--- src/rtl/alu_ex_stage_if.sv ---
`default_nettype none
// ============================================================================
// Module   : alu_ex_stage_if
// Purpose  : Operand/result handshake bundle for the ALU execute stage.
//            Upstream side: in_valid/in_ready with in_op, in_a, in_b, in_rd.
//            Downstream side: out_valid/out_ready with out_result, out_rd,
//            out_illegal.
//            master modport : issuer/consumer (drives operands and out_ready)
//            slave modport  : the execute stage
// Revision : 1.0 - initial release
// ============================================================================
interface alu_ex_stage_if;
    logic        in_valid;
    logic        in_ready;
    logic [3:0]  in_op;
    logic [31:0] in_a;
    logic [31:0] in_b;
    logic [3:0]  in_rd;
    logic        out_valid;
    logic        out_ready;
    logic [31:0] out_result;
    logic [3:0]  out_rd;
    logic        out_illegal;

    modport master (
        output in_valid, in_op, in_a, in_b, in_rd, out_ready,
        input  in_ready, out_valid, out_result, out_rd, out_illegal
    );

    modport slave (
        input  in_valid, in_op, in_a, in_b, in_rd, out_ready,
        output in_ready, out_valid, out_result, out_rd, out_illegal
    );
endinterface
`default_nettype wire

--- src/rtl/alu_ex_stage.sv ---
`default_nettype none
// ============================================================================
// Module   : alu_ex_stage
// Purpose  : Single-issue ALU execute stage. Single-cycle ops (ADD, SUB, AND,
//            OR, XOR, SLT, SLTU) load the output register on the accept edge.
//            MUL runs a 32-iteration shift-add multiplier and writes back the
//            low 32 bits of the product. Ops 8-15 return 0 with out_illegal.
// Ports    : clk   - rising-edge clock
//            rst_n - asynchronous active-low reset
//            bus   - alu_ex_stage_if.slave (operand in / result out handshake)
//            busy  - high while a multiply is in flight (FSM not idle)
// Revision : 1.0 - initial release
// ============================================================================
module alu_ex_stage (
    input  logic          clk,
    input  logic          rst_n,
    alu_ex_stage_if.slave bus,
    output logic          busy
);

    localparam logic [3:0] c_OP_ADD  = 4'd0;
    localparam logic [3:0] c_OP_SUB  = 4'd1;
    localparam logic [3:0] c_OP_AND  = 4'd2;
    localparam logic [3:0] c_OP_OR   = 4'd3;
    localparam logic [3:0] c_OP_XOR  = 4'd4;
    localparam logic [3:0] c_OP_SLT  = 4'd5;
    localparam logic [3:0] c_OP_SLTU = 4'd6;
    localparam logic [3:0] c_OP_MUL  = 4'd7;

    typedef enum logic [1:0] {
        ST_IDLE   = 2'd0,
        ST_MUL    = 2'd1,
        ST_MUL_WB = 2'd2
    } state_t;

    state_t      r_state;
    state_t      w_state_nxt;

    logic        r_out_valid;
    logic [31:0] r_out_result;
    logic [3:0]  r_out_rd;
    logic        r_out_illegal;

    logic [31:0] r_mcand;
    logic [31:0] r_mplier;
    logic [31:0] r_acc;
    logic [4:0]  r_count;
    logic [3:0]  r_mul_rd;

    logic        w_out_free;
    logic        w_in_ready;
    logic        w_accept;
    logic        w_is_mul;
    logic        w_load_alu;
    logic        w_load_mul;
    logic [32:0] w_sub;
    logic [31:0] w_alu_result;
    logic        w_alu_illegal;

    // Output register can take new data when empty or being drained this edge.
    assign w_out_free = !r_out_valid || bus.out_ready;
    assign w_in_ready = rst_n && (r_state == ST_IDLE) && w_out_free;
    assign w_accept   = bus.in_valid && w_in_ready;
    assign w_is_mul   = (bus.in_op == c_OP_MUL);
    assign w_load_alu = w_accept && !w_is_mul;
    // Accept only happens in IDLE, so the two load sources never collide.
    assign w_load_mul = (r_state == ST_MUL_WB) && w_out_free;

    // a + ~b + 1 with the carry kept: bit 32 is the no-borrow flag for SLTU.
    assign w_sub = {1'b0, bus.in_a} + {1'b0, ~bus.in_b} + 33'd1;

    always_comb begin
        w_alu_result  = 32'd0;
        w_alu_illegal = 1'b0;
        case (bus.in_op)
            c_OP_ADD:  w_alu_result = bus.in_a + bus.in_b;
            c_OP_SUB:  w_alu_result = w_sub[31:0];
            c_OP_AND:  w_alu_result = bus.in_a & bus.in_b;
            c_OP_OR:   w_alu_result = bus.in_a | bus.in_b;
            c_OP_XOR:  w_alu_result = bus.in_a ^ bus.in_b;
            // Differing signs: the negative operand is the smaller one.
            c_OP_SLT:  w_alu_result = {31'd0, (bus.in_a[31] != bus.in_b[31]) ?
                                               bus.in_a[31] : w_sub[31]};
            c_OP_SLTU: w_alu_result = {31'd0, !w_sub[32]};
            c_OP_MUL:  w_alu_result = 32'd0;
            default:   w_alu_illegal = 1'b1;
        endcase
    end

    // ------------------------------------------------------------------
    // FSM
    // ------------------------------------------------------------------
    always_ff @(posedge clk or negedge rst_n) begin
        if (!rst_n) begin
            r_state <= ST_IDLE;
        end else begin
            r_state <= w_state_nxt;
        end
    end

    always_comb begin
        w_state_nxt = r_state;
        case (r_state)
            ST_IDLE:   if (w_accept && w_is_mul) w_state_nxt = ST_MUL;
            ST_MUL:    if (r_count == 5'd31)     w_state_nxt = ST_MUL_WB;
            ST_MUL_WB: if (w_out_free)           w_state_nxt = ST_IDLE;
            default:                             w_state_nxt = ST_IDLE;
        endcase
    end

    // ------------------------------------------------------------------
    // Shift-add multiplier: one multiplier bit per cycle, 32 cycles.
    // ------------------------------------------------------------------
    always_ff @(posedge clk or negedge rst_n) begin
        if (!rst_n) begin
            r_mcand  <= 32'd0;
            r_mplier <= 32'd0;
            r_acc    <= 32'd0;
            r_count  <= 5'd0;
            r_mul_rd <= 4'd0;
        end else if (w_accept && w_is_mul) begin
            r_mcand  <= bus.in_a;
            r_mplier <= bus.in_b;
            r_acc    <= 32'd0;
            r_count  <= 5'd0;
            r_mul_rd <= bus.in_rd;
        end else if (r_state == ST_MUL) begin
            if (r_mplier[0]) begin
                r_acc <= r_acc + r_mcand;
            end
            r_mcand  <= {r_mcand[30:0], 1'b0};
            r_mplier <= {1'b0, r_mplier[31:1]};
            r_count  <= r_count + 5'd1;
        end
    end

    // ------------------------------------------------------------------
    // Output register: load wins over drain so a simultaneous drain+load
    // keeps out_valid high with the new data.
    // ------------------------------------------------------------------
    always_ff @(posedge clk or negedge rst_n) begin
        if (!rst_n) begin
            r_out_valid   <= 1'b0;
            r_out_result  <= 32'd0;
            r_out_rd      <= 4'd0;
            r_out_illegal <= 1'b0;
        end else if (w_load_alu) begin
            r_out_valid   <= 1'b1;
            r_out_result  <= w_alu_result;
            r_out_rd      <= bus.in_rd;
            r_out_illegal <= w_alu_illegal;
        end else if (w_load_mul) begin
            r_out_valid   <= 1'b1;
            r_out_result  <= r_acc;
            r_out_rd      <= r_mul_rd;
            r_out_illegal <= 1'b0;
        end else if (bus.out_ready) begin
            r_out_valid   <= 1'b0;
        end
    end

    assign bus.in_ready    = w_in_ready;
    assign bus.out_valid   = r_out_valid;
    assign bus.out_result  = r_out_result;
    assign bus.out_rd      = r_out_rd;
    assign bus.out_illegal = r_out_illegal;
    assign busy            = (r_state != ST_IDLE);

endmodule
`default_nettype wire

--- src/flat_wrapper.sv ---
// flat-port wrapper written by rule: the top's interface ports become plain ports
module alu_ex_stage_flat 
  (clk, rst_n, busy, bus_in_valid, bus_in_op, bus_in_a, bus_in_b, bus_in_rd, bus_out_ready, bus_in_ready, bus_out_valid, bus_out_result, bus_out_rd, bus_out_illegal);
  alu_ex_stage_if bus_i ();
  input  logic clk;
  input  logic rst_n;
  output logic busy;
  input wire logic [$bits(bus_i.in_valid)-1:0] bus_in_valid;
  input wire logic [$bits(bus_i.in_op)-1:0] bus_in_op;
  input wire logic [$bits(bus_i.in_a)-1:0] bus_in_a;
  input wire logic [$bits(bus_i.in_b)-1:0] bus_in_b;
  input wire logic [$bits(bus_i.in_rd)-1:0] bus_in_rd;
  input wire logic [$bits(bus_i.out_ready)-1:0] bus_out_ready;
  output wire logic [$bits(bus_i.in_ready)-1:0] bus_in_ready;
  output wire logic [$bits(bus_i.out_valid)-1:0] bus_out_valid;
  output wire logic [$bits(bus_i.out_result)-1:0] bus_out_result;
  output wire logic [$bits(bus_i.out_rd)-1:0] bus_out_rd;
  output wire logic [$bits(bus_i.out_illegal)-1:0] bus_out_illegal;
  assign bus_i.in_valid = bus_in_valid;
  assign bus_i.in_op = bus_in_op;
  assign bus_i.in_a = bus_in_a;
  assign bus_i.in_b = bus_in_b;
  assign bus_i.in_rd = bus_in_rd;
  assign bus_i.out_ready = bus_out_ready;
  assign bus_in_ready = bus_i.in_ready;
  assign bus_out_valid = bus_i.out_valid;
  assign bus_out_result = bus_i.out_result;
  assign bus_out_rd = bus_i.out_rd;
  assign bus_out_illegal = bus_i.out_illegal;
  alu_ex_stage u_core (.clk(clk), .rst_n(rst_n), .bus(bus_i), .busy(busy));
endmodule
--- config.mk ---
export PLATFORM = sky130hd
export DESIGN_NAME = alu_ex_stage_flat
export DESIGN_NICKNAME = d
export VERILOG_FILES = /design/src/rtl/alu_ex_stage_if.sv /design/src/rtl/alu_ex_stage.sv /design/src/flat_wrapper.sv
export SDC_FILE = /design/constraint.sdc
export NUM_CORES = 1
export LEC_CHECK = 0
export ABC_AREA = 1
export CORE_MARGIN = 10
export CORE_UTILIZATION = 45
export CTS_CLUSTER_DIAMETER = 100
export DETAILED_ROUTE_END_ITERATION = 10
export PLACE_DENSITY = 0.65
export SLEW_MARGIN = 20
export SYNTH_ARGS = -nofsm -noshare
export SYNTH_HDL_FRONTEND = slang
export SYNTH_SLANG_ARGS = --single-unit
--- constraint.sdc ---
create_clock -name clk -period 4.1 [get_ports clk]
set_input_delay 0.615 -clock clk [delete_from_list [all_inputs] [get_ports clk]]
set_output_delay 0.615 -clock clk [all_outputs]
set_load 0.02 [all_outputs]
==> out/results.env <==
VDD.IR_DROP.WORST_uV=412
GRT_FIRST_PASS_WIRELENGTH_MM=89.2
ANTENNADIODECOUNT=0
MAXIMUM_NUMBER_OF_PINS_ON_ONE_NET_BEFORE_GLOBAL_ROUTE_REPAIR=146
POSTCTSRESIZEDCELLS=0
CTSLONGESTPATHBUFFERS=2
YS_ASYNC_SR_FRACTION=1.00
DIE_H_UM=200
FINAL_CORE_UTIL=0.539
WORSTPATHCELLLIST='clkdlybuf4s50_1 -> inv_1 -> ha_1 -> inv_2 -> nand2_1 -> nand2_1 -> nand2_1 -> nand3_2 -> nand2_1 -> nand3_1 -> nand2_1 -> nand2_1 -> nand2_1 -> a21oi_1 -> or2_1 -> fa_1 -> a221oi_1 -> nand2_1 -> nand2_1 -> a21oi_2'
VIAS_POST_DR=15800
ARRIVAL_NS=3.84
TOP_LEVEL_PORTS=116
DRT_DRC_VIOLATIONS_LEFT=0
WORST_PIN_SLEW_NS=0.985
FIRST_ITER_VIOLATIONS=1262
NUMCLOCKSINKS=145
DIE_AREA_UM2=40000
SYNTH_FF_TYPE='dfrtp_1'
CTS_MADE_BUFFERS=17
OUTCOME='finished, final reports clean'
LAYOUT_COMMON_CELLS='nand2_1 (652), inv_1 (392), nand3_1 (178), nor2_1 (157), a21oi_1 (157)'
CP_SLOWEST_CELL='clkdlybuf4s50_1'
HOLD_PATH.CLASS='primary input to asynchronous set/reset pin'
POST_CTS.REPAIR.SETUP_BUFFERS=0
CRIT_TOP_CELL='nand2_1'
CORE_REGION_AREA_UM2=31800
SYNTHESIS.AREA_PER_INSTANCE_UM2=6.34
ANTENNA_FOUND_INITIAL=1
LAYOUT.FILLER_CELLS=3255
YOSYS_REGISTER_BITS=145
CRITICAL_PATH.REG2REG.STARTPOINT='u_core.r_acc[0]'
EFFECTIVE_UTILIZATION_AT_FLOORPLAN=0.459
SYNTH-EDFF-COUNT=0
ENDPOINT_KIND='flip-flop'
MAX_FREQ_GHz=0.286
WORST_HOLD_MARGIN_NS=0.236
SLEW_HEADROOM=0.343
POST_SYNTH_INSTANCE_AREA_UM2=14600
TIMING.MAX_CAP.VIOLATIONS=0
SETUP_VIOL=0
CTS_ROOT_BUFFER='clkbuf_16'
H_TREE_LEVELS=4
FINALWEIGHTEDCONGESTION=1.06
GRTUSAGEMET1=0.387
ANT_NETS=0
SYNTH_NET_COUNT=2526
WORST-SETUP-PATH-TYPE='primary input to flip-flop'
HOLD_VIOL_FINAL=0
GRT_MET3_USE=0.0543
CTS_HOLD_BUF=0
DETAILED_PLACEMENT_HPWL_MM=47.6
FIN_CRIT_SH=0.854
GRT_USE_TOTAL=0.295
DRT_WL_TOTAL_MM=59.0
POWER.DENSITY_nW_PER_UM2=466
SEQUENTIAL_CELL_AREA_UM2=3630
AREA_OF_COMBINATIONAL_CELLS_WITH_MULTIPLE_INPUTS_UM2=9000
WORST_PATH_REQUIRED_TIME_NS=4.44
VIA_PER_INST=5.45
TOTAL_LEAKAGE_POWER_nW=9.12
GLOBAL_ROUTE.PEAK_USAGE_LAYER='met2'
PLACEMENTROWS=65
WORSTSKEWPAIRLATENCY_NS=0.45
MOST_COMMON_LIBRARY_CELL_IN_THE_LAYOUT_IGNORING_FILL_AND_TAPS='nand2_1'
YOSYS_WARNINGS=0
SHARE_OF_LAYOUT_CELLS_ABOVE_DRIVE_STRENGTH_1=0.0704
NETS=2670
AREAGROWTHSYNTHTOFINISH_PCT=17.6
SYNTH.YOSYS.SEQ_AREA_SHARE=0.249
POST_DR_WIRELENGTH_CELL_UM=20.4
WORST_CLOCK_SKEW_NS=0.0124
CLK_PIN_SLEW_WORST_PATHS_NS=0.07
FIRST_GLOBAL_VIAS=15000
RSZ0062_AT_GRT='false'
PERIOD_NEEDED_NS=3.50
FLOORPLAN.DIE.WIDTH_UM=200
DR.PASS1.ITERS=5
CRIT_START='bus_in_b[2]'
YOSYS.CELL_TYPES.COUNT=51
CRITICAL_PATH.STARTPOINT_TYPE='primary input'
CRITICAL_PATH.MAX_STAGE_DELAY_NS=0.53
GRT_UTIL_MET2=0.468
CP_MAX_FO=7
MAPPED_CELLS=2302
PLACE.PORT_BUFFERS=115
TNS_NS=0
GRT_REMAINING_OVERFLOW=0
DRV_SLEW=0
CTS_TREE='yes'
## logic make-up after synthesis
kind of cell / count (synthesis) / synth area share
adders and majority gates: 148 / 0.129
xor gates and xnor gates: 14 / 0.00840
and+or+nand+nor: 1072 / 0.309
AOI/OAI and AO/OA: 436 / 0.169
buffers and inverters: 487 / 0.135
DFF: 145 / 0.249
## path summary, 6_finish.rpt
check	cells after the start	endpoint	slack [ns]
max	20	u_core.bus.out_result[31]	0.60
min	2	u_core.r_count[1]	0.24
max reg2reg	11	u_core.r_acc[28]	1.64
min reg2reg	2	u_core.bus.out_rd[3]	0.51
max in group asynchronous	2	u_core.r_mplier[5]	3.12
min in group clk	2	u_core.bus.out_rd[3]	0.51
## layout make-up
class | count | share of cell area
clock buffer | 20 | 0.0266
clock inverter | 12 | 0.00985
inverter | 409 | 0.0895
multi-input combinational | 1670 | 0.524
sequential | 145 | 0.212
tap | 435 | 0.0317
timing repair buffer | 203 | 0.106
## synth_stat cells (18+ instances only)
master    number  share of area
o21ai_1       34          0.012
buf_2         25         0.0086
inv_1        393           0.10
nand2_1      652           0.17
ha_1         144           0.12
nand4_1       22         0.0094
o21ai_0      138          0.047
clkbuf_1      28         0.0072
nand3_1      178          0.061
a21oi_1      157          0.054
nor2_1       159          0.041
o221ai_1      35          0.021
o22ai_1       32          0.014
dfrtp_1      145           0.25
nor3_1        18         0.0062
## critical path: cells and delay by family
kind / cells / cell delay [ns]
buffers and inverters: 3 / 0.69
AOI/OAI and AO/OA: 3 / 0.38
adders and majority gates: 2 / 0.86
and+or+nand+nor: 12 / 1.29
## metal layers
layer / vias to the layer above / part of all wire / routed length (um)
met5: - / 0.00022 / 13
met3: 101 / 0.072 / 4240
met4: 2 / 0.042 / 2450
met2: 604 / 0.44 / 26100
met1: 7390 / 0.44 / 26200
li1: 7679 / - / -
## per-stage QoR
stage	std cells	setup WS [ns]	power [mW]	cell area [um2]
global route	2894	0.381	8.60	17200
floorplan	2302	1.08	4.83	14600
global placement	2862	0.231	6.18	16500
finish	2894	0.599	8.00	17200
CTS	2894	0.626	7.97	17200
detailed placement	2862	0.160	6.24	16500
## power by group
group          total (mW)  switching [mW]  internal [mW]  leakage [nW]
Combinational        3.88            2.49           1.40          6.97
Sequential           2.40           0.430           1.97          1.85
Clock                1.72           0.711           1.00         0.300
## sequential cells by signal, summed over array words and instances (netlist names)
signal and flops:
u_core.r_mul_rd 4, u_core.r_mcand 32, u_core.r_mplier 32, u_core.bus.out_result 32, u_core.r_acc 32, u_core.bus.out_valid 1
u_core.r_count 5, u_core.bus.out_illegal 1, u_core.bus.out_rd 4, u_core.r_state 2
Power figures use the tool's default switching activity.
